File: src/rtl/branch_ctrl_pkg.sv
// Shared definitions for the branch/jump sequencing controller.
// Holds FSM state codes, request-kind encodings and B-type funct3 codes.
// Imported by branch_ctrl and its comparator sub-module.
package branch_ctrl_pkg;

  // FSM state codes, kept as plain constants for legacy tool compatibility
  typedef logic [1:0] state_t;
  localparam state_t ST_IDLE     = 2'd0;
  localparam state_t ST_EVAL     = 2'd1;
  localparam state_t ST_REDIRECT = 2'd2;
  localparam state_t ST_FLUSH    = 2'd3;

  // req_kind encodings (2'b11 is reserved and never taken)
  localparam logic [1:0] KIND_BR   = 2'b00;
  localparam logic [1:0] KIND_JAL  = 2'b01;
  localparam logic [1:0] KIND_JALR = 2'b10;

  // RV32I B-type condition codes
  localparam logic [2:0] F3_BEQ  = 3'b000;
  localparam logic [2:0] F3_BNE  = 3'b001;
  localparam logic [2:0] F3_BLT  = 3'b100;
  localparam logic [2:0] F3_BGE  = 3'b101;
  localparam logic [2:0] F3_BLTU = 3'b110;
  localparam logic [2:0] F3_BGEU = 3'b111;

endpackage

File: src/rtl/branch_ctrl_branch.sv
// Branch condition comparator for RV32I B-type instructions.
// Latency: combinational. Backpressure: none (pure function of inputs).
// Undefined funct3 codes and en=0 both yield not-taken.
module branch
  import branch_ctrl_pkg::*;
(
  input  logic        en,
  input  logic [2:0]  funct3,
  input  logic [31:0] rs1,
  input  logic [31:0] rs2,
  output logic        taken
);

  // Evaluate the selected condition; everything else is not-taken
  always_comb begin
    taken = 1'b0;
    if (en) begin
      case (funct3)
        F3_BEQ:  taken = (rs1 == rs2);
        F3_BNE:  taken = (rs1 != rs2);
        F3_BLT:  taken = ($signed(rs1) <  $signed(rs2));
        F3_BGE:  taken = ($signed(rs1) >= $signed(rs2));
        F3_BLTU: taken = (rs1 <  rs2);
        F3_BGEU: taken = (rs1 >= rs2);
        default: taken = 1'b0;
      endcase
    end
  end

endmodule

File: src/rtl/branch_ctrl.sv
// Control-transfer sequencer: accept request, evaluate, redirect fetch, flush.
// Latency: done_valid 2 cycles after accept; taken path adds redirect wait + FLUSH_CYCLES.
// Backpressure: req_ready only in IDLE; redirect held until redirect_ready.
// Optional macro BRANCH_CTRL_STATS_EN adds stat_clr/stat_total/stat_taken counters.
module branch_ctrl
  import branch_ctrl_pkg::*;
#(
  parameter int FLUSH_CYCLES = 2
) (
  input  logic        clk,
  input  logic        rst,
  input  logic        req_valid,
  output logic        req_ready,
  input  logic [1:0]  req_kind,
  input  logic [2:0]  req_funct3,
  input  logic [31:0] req_rs1,
  input  logic [31:0] req_rs2,
  input  logic [31:0] req_pc,
  input  logic [31:0] req_imm,
  output logic        done_valid,
  output logic        done_taken,
  output logic [31:0] link_data,
  output logic        misalign,
  output logic        redirect_valid,
  input  logic        redirect_ready,
  output logic [31:0] redirect_pc,
  output logic        flush,
`ifdef BRANCH_CTRL_STATS_EN
  input  logic        stat_clr,
  output logic [31:0] stat_total,
  output logic [31:0] stat_taken,
`endif
  output logic        busy
);

  localparam logic [3:0] FLUSH_INIT = 4'(FLUSH_CYCLES);

  state_t      state;
  logic [1:0]  lat_kind;
  logic [2:0]  lat_funct3;
  logic [31:0] lat_rs1, lat_rs2, lat_pc, lat_imm;
  logic [3:0]  flush_cnt;

  logic        cmp_taken;
  logic        eval_taken;
  logic [31:0] eval_target;
  logic [31:0] eval_link;
  logic        eval_mis;

  branch u_branch (
    .en     (lat_kind == KIND_BR),
    .funct3 (lat_funct3),
    .rs1    (lat_rs1),
    .rs2    (lat_rs2),
    .taken  (cmp_taken)
  );

  // Decision, target and link address from the latched request
  always_comb begin
    eval_taken  = 1'b0;
    eval_target = lat_pc + lat_imm;
    eval_link   = 32'd0;
    case (lat_kind)
      KIND_BR:  eval_taken = cmp_taken;
      KIND_JAL: begin
        eval_taken = 1'b1;
        eval_link  = lat_pc + 32'd4;
      end
      KIND_JALR: begin
        eval_taken  = 1'b1;
        eval_target = (lat_rs1 + lat_imm) & ~32'd1;
        eval_link   = lat_pc + 32'd4;
      end
      default: eval_taken = 1'b0;
    endcase
    eval_mis = eval_taken & eval_target[1];
  end

  // FSM with fully registered outputs; redirect_valid doubles as "redirect owed"
  always_ff @(posedge clk or posedge rst) begin
    if (rst) begin
      state          <= ST_IDLE;
      req_ready      <= 1'b1;
      busy           <= 1'b0;
      lat_kind       <= 2'd0;
      lat_funct3     <= 3'd0;
      lat_rs1        <= 32'd0;
      lat_rs2        <= 32'd0;
      lat_pc         <= 32'd0;
      lat_imm        <= 32'd0;
      done_valid     <= 1'b0;
      done_taken     <= 1'b0;
      link_data      <= 32'd0;
      misalign       <= 1'b0;
      redirect_valid <= 1'b0;
      redirect_pc    <= 32'd0;
      flush          <= 1'b0;
      flush_cnt      <= 4'd0;
    end else begin
      case (state)
        ST_IDLE: begin
          if (req_valid) begin
            lat_kind   <= req_kind;
            lat_funct3 <= req_funct3;
            lat_rs1    <= req_rs1;
            lat_rs2    <= req_rs2;
            lat_pc     <= req_pc;
            lat_imm    <= req_imm;
            req_ready  <= 1'b0;
            busy       <= 1'b1;
            state      <= ST_EVAL;
          end
        end
        ST_EVAL: begin
          done_valid     <= 1'b1;
          done_taken     <= eval_taken;
          link_data      <= eval_link;
          misalign       <= eval_mis;
          redirect_pc    <= eval_target;
          redirect_valid <= eval_taken & ~eval_mis;
          state          <= ST_REDIRECT;
        end
        ST_REDIRECT: begin
          done_valid <= 1'b0;
          if (!redirect_valid) begin
            req_ready <= 1'b1;
            busy      <= 1'b0;
            state     <= ST_IDLE;
          end else if (redirect_ready) begin
            redirect_valid <= 1'b0;
            flush          <= 1'b1;
            flush_cnt      <= FLUSH_INIT;
            state          <= ST_FLUSH;
          end
        end
        default: begin
          if (flush_cnt <= 4'd1) begin
            flush     <= 1'b0;
            flush_cnt <= 4'd0;
            req_ready <= 1'b1;
            busy      <= 1'b0;
            state     <= ST_IDLE;
          end else begin
            flush_cnt <= flush_cnt - 4'd1;
          end
        end
      endcase
    end
  end

`ifdef BRANCH_CTRL_STATS_EN
  // Completion counters; a coincident clear beats the increment
  always_ff @(posedge clk or posedge rst) begin
    if (rst) begin
      stat_total <= 32'd0;
      stat_taken <= 32'd0;
    end else if (stat_clr) begin
      stat_total <= 32'd0;
      stat_taken <= 32'd0;
    end else if (done_valid) begin
      stat_total <= stat_total + 32'd1;
      if (done_taken) stat_taken <= stat_taken + 32'd1;
    end
  end
`endif

endmodule

File: config.mk
export PLATFORM = sky130hd
export DESIGN_NAME = branch_ctrl
export DESIGN_NICKNAME = d
export VERILOG_FILES = /design/src/rtl/branch_ctrl_pkg.sv /design/src/rtl/branch_ctrl_branch.sv /design/src/rtl/branch_ctrl.sv
export SDC_FILE = /design/constraint.sdc
export NUM_CORES = 1
export LEC_CHECK = 0
export ABC_CLOCK_PERIOD_IN_PS = 8750
export CAP_MARGIN = 10
export CORE_MARGIN = 1.5
export CORE_UTILIZATION = 54
export DETAILED_ROUTE_END_ITERATION = 6
export GPL_ROUTABILITY_DRIVEN = 0
export PLACE_DENSITY = 0.87
export SYNTH_ARGS = -nofsm -noshare
export SYNTH_HDL_FRONTEND = slang
export SYNTH_SLANG_ARGS = --single-unit
File: constraint.sdc
create_clock -name clk -period 8.75 [get_ports clk]
set_input_delay 0.875 -clock clk [delete_from_list [all_inputs] [get_ports clk]]
set_output_delay 0.875 -clock clk [all_outputs]
set_load 0.05 [all_outputs]
==> results of run 1 <==
## final cells by class
type / instances / area share
Multi-Input combinational cell: 880 / 0.441
Clock inverter: 8 / 0.00433
Clock buffer: 32 / 0.0422
Tap cell: 285 / 0.0228
Sequential cell: 210 / 0.337
Timing Repair Buffer: 212 / 0.135
Inverter: 74 / 0.0183
## worst min-delay path, stage by stage, from the launching register on
cell	delay [ns]
dfstp_2	0.37
inv_1	0.05
mux2i_1	0.06
## Yosys cell counts (7+ instances only)
| master | count | area (µm²) |
|---|---|---|
| dfrtp_1 | 209 | 5230 |
| mux2_2 | 138 | 1550 |
| ha_1 | 103 | 1290 |
| a21oi_1 | 96 | 480 |
| inv_1 | 72 | 270 |
| nand2_1 | 71 | 267 |
| nor2_1 | 66 | 248 |
| o21ai_0 | 52 | 260 |
| xnor2_1 | 42 | 368 |
| xor2_1 | 36 | 315 |
| a21o_1 | 32 | 240 |
| o2bb2ai_1 | 32 | 280 |
| clkbuf_1 | 29 | 109 |
| nand3_1 | 29 | 145 |
| nand4_1 | 18 | 113 |
| nor3_1 | 12 | 60.1 |
| and3_1 | 11 | 68.8 |
| o21a_1 | 11 | 82.6 |
| nor2b_1 | 9 | 56.3 |
| o21bai_1 | 9 | 67.6 |
| buf_1 | 8 | 30.0 |
| a211oi_1 | 7 | 52.6 |
| nand2b_1 | 7 | 43.8 |
| o211ai_1 | 7 | 52.6 |
## layer usage
| metal | global-route usage | vias up | part of all wire |
|---|---|---|---|
| met5 | 0 | - | 0.00030 |
| met4 | 0.0961 | 2 | 0.035 |
| met3 | 0.0365 | 89 | 0.065 |
| met2 | 0.452 | 421 | 0.48 |
| met1 | 0.370 | 5024 | 0.42 |
| li1 | - | 4763 | - |
## sequential cells by signal, summed over array words and instances, names as in the netlist, 2 cells and up
signal       cells
flush_cnt        4
lat_funct3       3
state            2
lat_imm         32
lat_rs1         32
lat_rs2         32
link_data       32
lat_kind         2
redirect_pc     32
lat_pc          32
## per-stage QoR
stage                     setup slack, ns   util
after floorplan                      2.14      -
after global placement               5.37  0.656
after detailed placement             5.33  0.656
after CTS                            5.30  0.688
after global routing                 5.03  0.688
final                                5.24  0.688
## logic make-up (layout without fill, tap and decap cells)
| group | count (synthesis) | count (layout) |
|---|---|---|
| simple gates | 253 | 253 |
| mux | 143 | 143 |
| fa+ha+maj | 105 | 105 |
| flops | 210 | 210 |
| buf+inv | 111 | 326 |
| compound gates | 301 | 301 |
| xor+xnor | 78 | 78 |
## worst paths after layout
path                                               endpoint  depth (start not counted)             startpoint  slack, ns
worst min-delay path                  req_ready$_DFFE_PP1P_                          2  req_ready$_DFFE_PP1P_       0.48
worst min register to register        req_ready$_DFFE_PP1P_                          2  req_ready$_DFFE_PP1P_       0.48
worst max register to register  redirect_pc[28]$_DFFE_PP0P_                         11  lat_pc[9]$_DFFE_PP0P_       5.24
worst max-delay path            redirect_pc[28]$_DFFE_PP0P_                         11  lat_pc[9]$_DFFE_PP0P_       5.24
max in group asynchronous                 flush$_DFFE_PP0P_                          3                    rst       6.21
min in group asynchronous          link_data[5]$_DFFE_PP0P_                          2                    rst       0.94
==> results_dict.tcl, run 1 <==
set metrics [dict create \
    ys_async_sr_fraction 1.00 \
    grt_pass1_wl_um 52500 \
    synthCells 1201 \
    crit_arrival_ns 3.91 \
    n_fill_cell 1634 \
    cp-start-kind "register" \
    critPathMaxFanout 6 \
    cap_violations 0 \
    start_util 0.553 \
    netlist_area_um2 12500 \
    path_cells "ha_1 -> a21oi_1 -> o21ai_0 -> nor2b_1 -> a211oi_1 -> nand3_1 -> a2111oi_0 -> o41ai_1 -> xnor2_1 -> nor2_1 -> o22a_1" \
    core-area_um2 22700 \
    cts_made_buffers 23 \
    final_nets 1643 \
    synth-simple-area-share 0.0982 \
    dpl_cell_area_um2 14900 \
    netlist-cell-type-count 72 \
    gr-total-overflow 0 \
    whs_ns 0.476 \
    antennaDiodeCount 0 \
    hold_path.class "register to register" \
    ys_seq_elements 210 \
    grt_max_degree 137 \
    required_ns 9.15 \
    final_cell_area_um2 15600 \
    cts_tree "done" \
    grt_pass1_vias 10200 \
    cp_slowest_cell "a2111oi_0" \
    finalSetupTns_ns 0 \
    dp_hpwl_um 24300 \
    setup-violations-final 0 \
    cts_num_sinks 210 \
    multi_input_area_um2 6890 \
    min_period_ns 3.51 \
    cp-end-kind "register" \
    final_cells 1701 \
    clk_pin_slew_ns 0.06 \
    synth-compound-area-share 0.161 \
    syn_area_per_cell_um2 10.4 \
    hold_buffers 0 \
    viasPerCell 6.05 \
    rsz0062_at_grt "false" \
    layout-drive-gt1-share 0.141 \
    grt.total_usage 0.273 \
    port_buffers 207 \
    die-area_um2 24200 \
    synth_top_family_by_area "compound AO/OA/AOI/OAI gates" \
    cts_max_level 1 \
    rows 55 \
    remaining_drc_errors 0 \
    hold_violations 0 \
    cts_setup_buffers 0 \
    synth_fa_ha_area_frac 0.106 \
    cts_resized 0 \
    ys_seq_area_frac 0.419 \
    clk-insertion-delay-late_ns 0.51 \
    place_inst 1661 \
    ys_warn_count 0 \
    area_delta_synth_final_pct 24.5 \
    status "completed" \
    synth_edf_count 0 \
    ioPinCount 208 \
    wl_per_cell_um 19.3 \
    synth_mux_area_frac 0.128 \
    cts_buffer_depth 3 \
    max_slew_margin 0.315 \
    final_common_cell "dfrtp_1" \
    path_class "register to register" \
    seq_area_um2 5260 \
    report.final.slew_viol_count 0 \
    finalCritPeriodShare 0.401 \
    final_cell_mix "209 x dfrtp_1, 207 x clkdlybuf4s50_1, 138 x mux2_2" \
    synthXorXnorAreaFrac 0.0544 \
    slowest_delay_ns 0.68 \
    crit_family "compound AO/OA/AOI/OAI gates" \
    tightest_slew_ns 1.03 \
    antenna_found_initial 1 \
    vias 10300 \
    fin_worst_skew_ns 0.00776 \
    first_iter_violations 711 \
    die_w_um 155 \
    wl_um 32900 \
    detail-route-antenna-nets 0 \
    clockRootBuffer "clkbuf_16" \
    cp_num_buf_inv 0 \
    fp.dieH_um 155 \
    synth_fp_nets 1443 \
    synth_flop_cell "dfrtp_1" \
    max_freq_mhz 285 \
    drtPass1Iterations 5 \
]
Power of run 1 is not shown: default switching activity piles up to over one toggle a cycle in this logic, so the estimate is an artifact.
==> run 2, diff against run 1 <==
Settings changed: ABC_CLOCK_PERIOD_IN_PS 8750 to 3300.
Clock period 8.75 ns to 3.3 ns, I/O delays scaled along.
==> run 2 against run 1 <==
Sequential share of layout area is 0.73 points lower. Utilization increased by 1.5 points. First-iteration DRC count fell by 24%. Global-route usage increased by 0.21 points. Critical endpoint is now redirect_pc[31]$_DFFE_PP0P_. Largest cell class unchanged.
==> results_dict.tcl, run 2 (same netlist as run 1, synthesis figures left out) <==
set metrics [dict create \
    status "completed" \
    cts_tree "done" \
    rsz0062_at_grt "false" \
    cp_slowest_cell "dfrtp_1" \
    antenna_found_initial 0 \
    final_cell_mix "209 x dfrtp_1, 207 x clkdlybuf4s50_1, 138 x mux2_2" \
    critPathMaxFanout 6 \
    path_cells "ha_1 -> a21oi_1 -> o211ai_1 -> a31oi_1 -> o2111ai_2 -> nand4_1 -> o31ai_2 -> nor4_1 -> a311oi_1 -> o2111a_1 -> or3_1" \
    dp_hpwl_um 25300 \
    final_common_cell "dfrtp_1" \
    clk_pin_slew_ns 0.06 \
    slowest_delay_ns 0.44 \
    cts_made_buffers 23 \
    grt_pass1_vias 10300 \
    n_fill_cell 1572 \
    tightest_slew_ns 0.788 \
    viasPerCell 5.98 \
    grt.total_usage 0.275 \
    rows 55 \
    detail-route-antenna-nets 0 \
    fp.dieH_um 155 \
    hold_violations 0 \
    die-area_um2 24200 \
    min_period_ns 3.21 \
    hold_path.class "input pin to async pin" \
    cts_buffer_depth 3 \
    cts_num_sinks 210 \
    final_nets 1664 \
    grt_max_degree 68 \
    crit_arrival_ns 3.61 \
    wl_per_cell_um 19.5 \
    remaining_drc_errors 0 \
    vias 10300 \
    start_util 0.553 \
    max_slew_margin 0.473 \
    ioPinCount 208 \
    finalCritPeriodShare 0.972 \
    path_class "register to register" \
    required_ns 3.70 \
    clockRootBuffer "clkbuf_16" \
    layout-drive-gt1-share 0.161 \
    area_delta_synth_final_pct 27.3 \
    cts_max_level 1 \
    drtPass1Iterations 5 \
    gr-total-overflow 0 \
    cap_violations 0 \
    first_iter_violations 537 \
    cp_num_buf_inv 0 \
    finalSetupTns_ns 0 \
    max_freq_mhz 312 \
    die_w_um 155 \
    cp-start-kind "register" \
    cp-end-kind "register" \
    antennaDiodeCount 0 \
    crit_family "compound AO/OA/AOI/OAI gates" \
    port_buffers 207 \
    wl_um 33600 \
    fin_worst_skew_ns 0.0141 \
    grt_pass1_wl_um 53000 \
    hold_buffers 0 \
    clk-insertion-delay-late_ns 0.52 \
    report.final.slew_viol_count 0 \
    setup-violations-final 0 \
    core-area_um2 22700 \
]
## run 2: cell count changes in the layout (fill, tap and decap cells not counted), moves of 2 or more
cell / before / now
a21oi_1: 96 / 94
a2111oi_0: 4 / 2
clkinv_2: 6 / 3
buf_4: 5 / 19
a2111oi_2: 0 / 2
a21oi_2: 1 / 3
buf_12: 0 / 7
## run 2: path summary, 6_finish.rpt
kind	from	endpoint	slack [ns]	cells past startpoint
setup reg to reg	lat_pc[6]$_DFFE_PP0P_	redirect_pc[31]$_DFFE_PP0P_	0.09	11
min in group clk	req_rs2[1]	lat_rs2[1]$_DFFE_PP0P_	0.42	2
hold reg to reg	req_ready$_DFFE_PP1P_	req_ready$_DFFE_PP1P_	0.47	2
hold / removal	rst	link_data[3]$_DFFE_PP0P_	0.30	2
max in group asynchronous	rst	req_ready$_DFFE_PP1P_	2.17	3
setup / recovery	lat_pc[6]$_DFFE_PP0P_	redirect_pc[31]$_DFFE_PP0P_	0.09	11
## run 2: stage by stage
stage | util | hold slack [ns] | cells | worst slack [ns] | area [µm²]
6_report | 0.703 | 0.305 | 1723 | 0.0914 | 16000
5_1_grt | 0.703 | 0.376 | 1723 | 0.0111 | 16000
4_1_cts | 0.700 | 0.319 | 1721 | 0.0272 | 15900
3_5_place_dp | 0.666 | 0.466 | 1680 | 0.0573 | 15100
3_3_place_gp | 0.666 | 0.456 | 1680 | 0.0444 | 15100
2_1_floorplan | - | 0.465 | 1201 | 0.210 | 12600
## run 2: cell type report
| type | instances | area, µm² | area share |
|---|---|---|---|
| Clock buffer | 34 | 677 | 0.0424 |
| Clock inverter | 7 | 91.3 | 0.00572 |
| Inverter | 74 | 282 | 0.0176 |
| Multi-Input combinational cell | 880 | 6950 | 0.435 |
| Sequential cell | 210 | 5260 | 0.329 |
| Tap cell | 285 | 357 | 0.0223 |
| Timing Repair Buffer | 233 | 2350 | 0.147 |
## run 2: worst register-to-register path, stage by stage (launching register included)
cell       delay (ns)
dfrtp_1          0.44
ha_1             0.42
a21oi_1          0.26
o211ai_1         0.16
a31oi_1          0.36
o2111ai_2        0.23
nand4_1          0.19
o31ai_2          0.11
nor4_1           0.20
a311oi_1         0.11
o2111a_1         0.25
or3_1            0.37
## run 2: what timing repair did
action,CTS,global route
resized for setup,1,15
pin swaps,0,5
hold endpoints to repair,0,0
endpoints found under the setup margin,1,9
setup buffers,0,2
## run 2: per-layer routing
layer,GRT usage,wire length (µm),up-vias
li1,-,-,4812
met1,0.369,14300,4984
met2,0.449,15600,421
met3,0.0479,2370,79
met4,0.102,1250,0
met5,0,0,-
Power of run 2 is left out for the same reason.
==> run 3, diff against run 2 <==
Settings changed: ABC_CLOCK_PERIOD_IN_PS 3300 to unset.
==> results of run 3 <==
Same layout as run 2: the final DEF is identical, and so are final timing and power.
Power of run 3 is left out for the same reason.
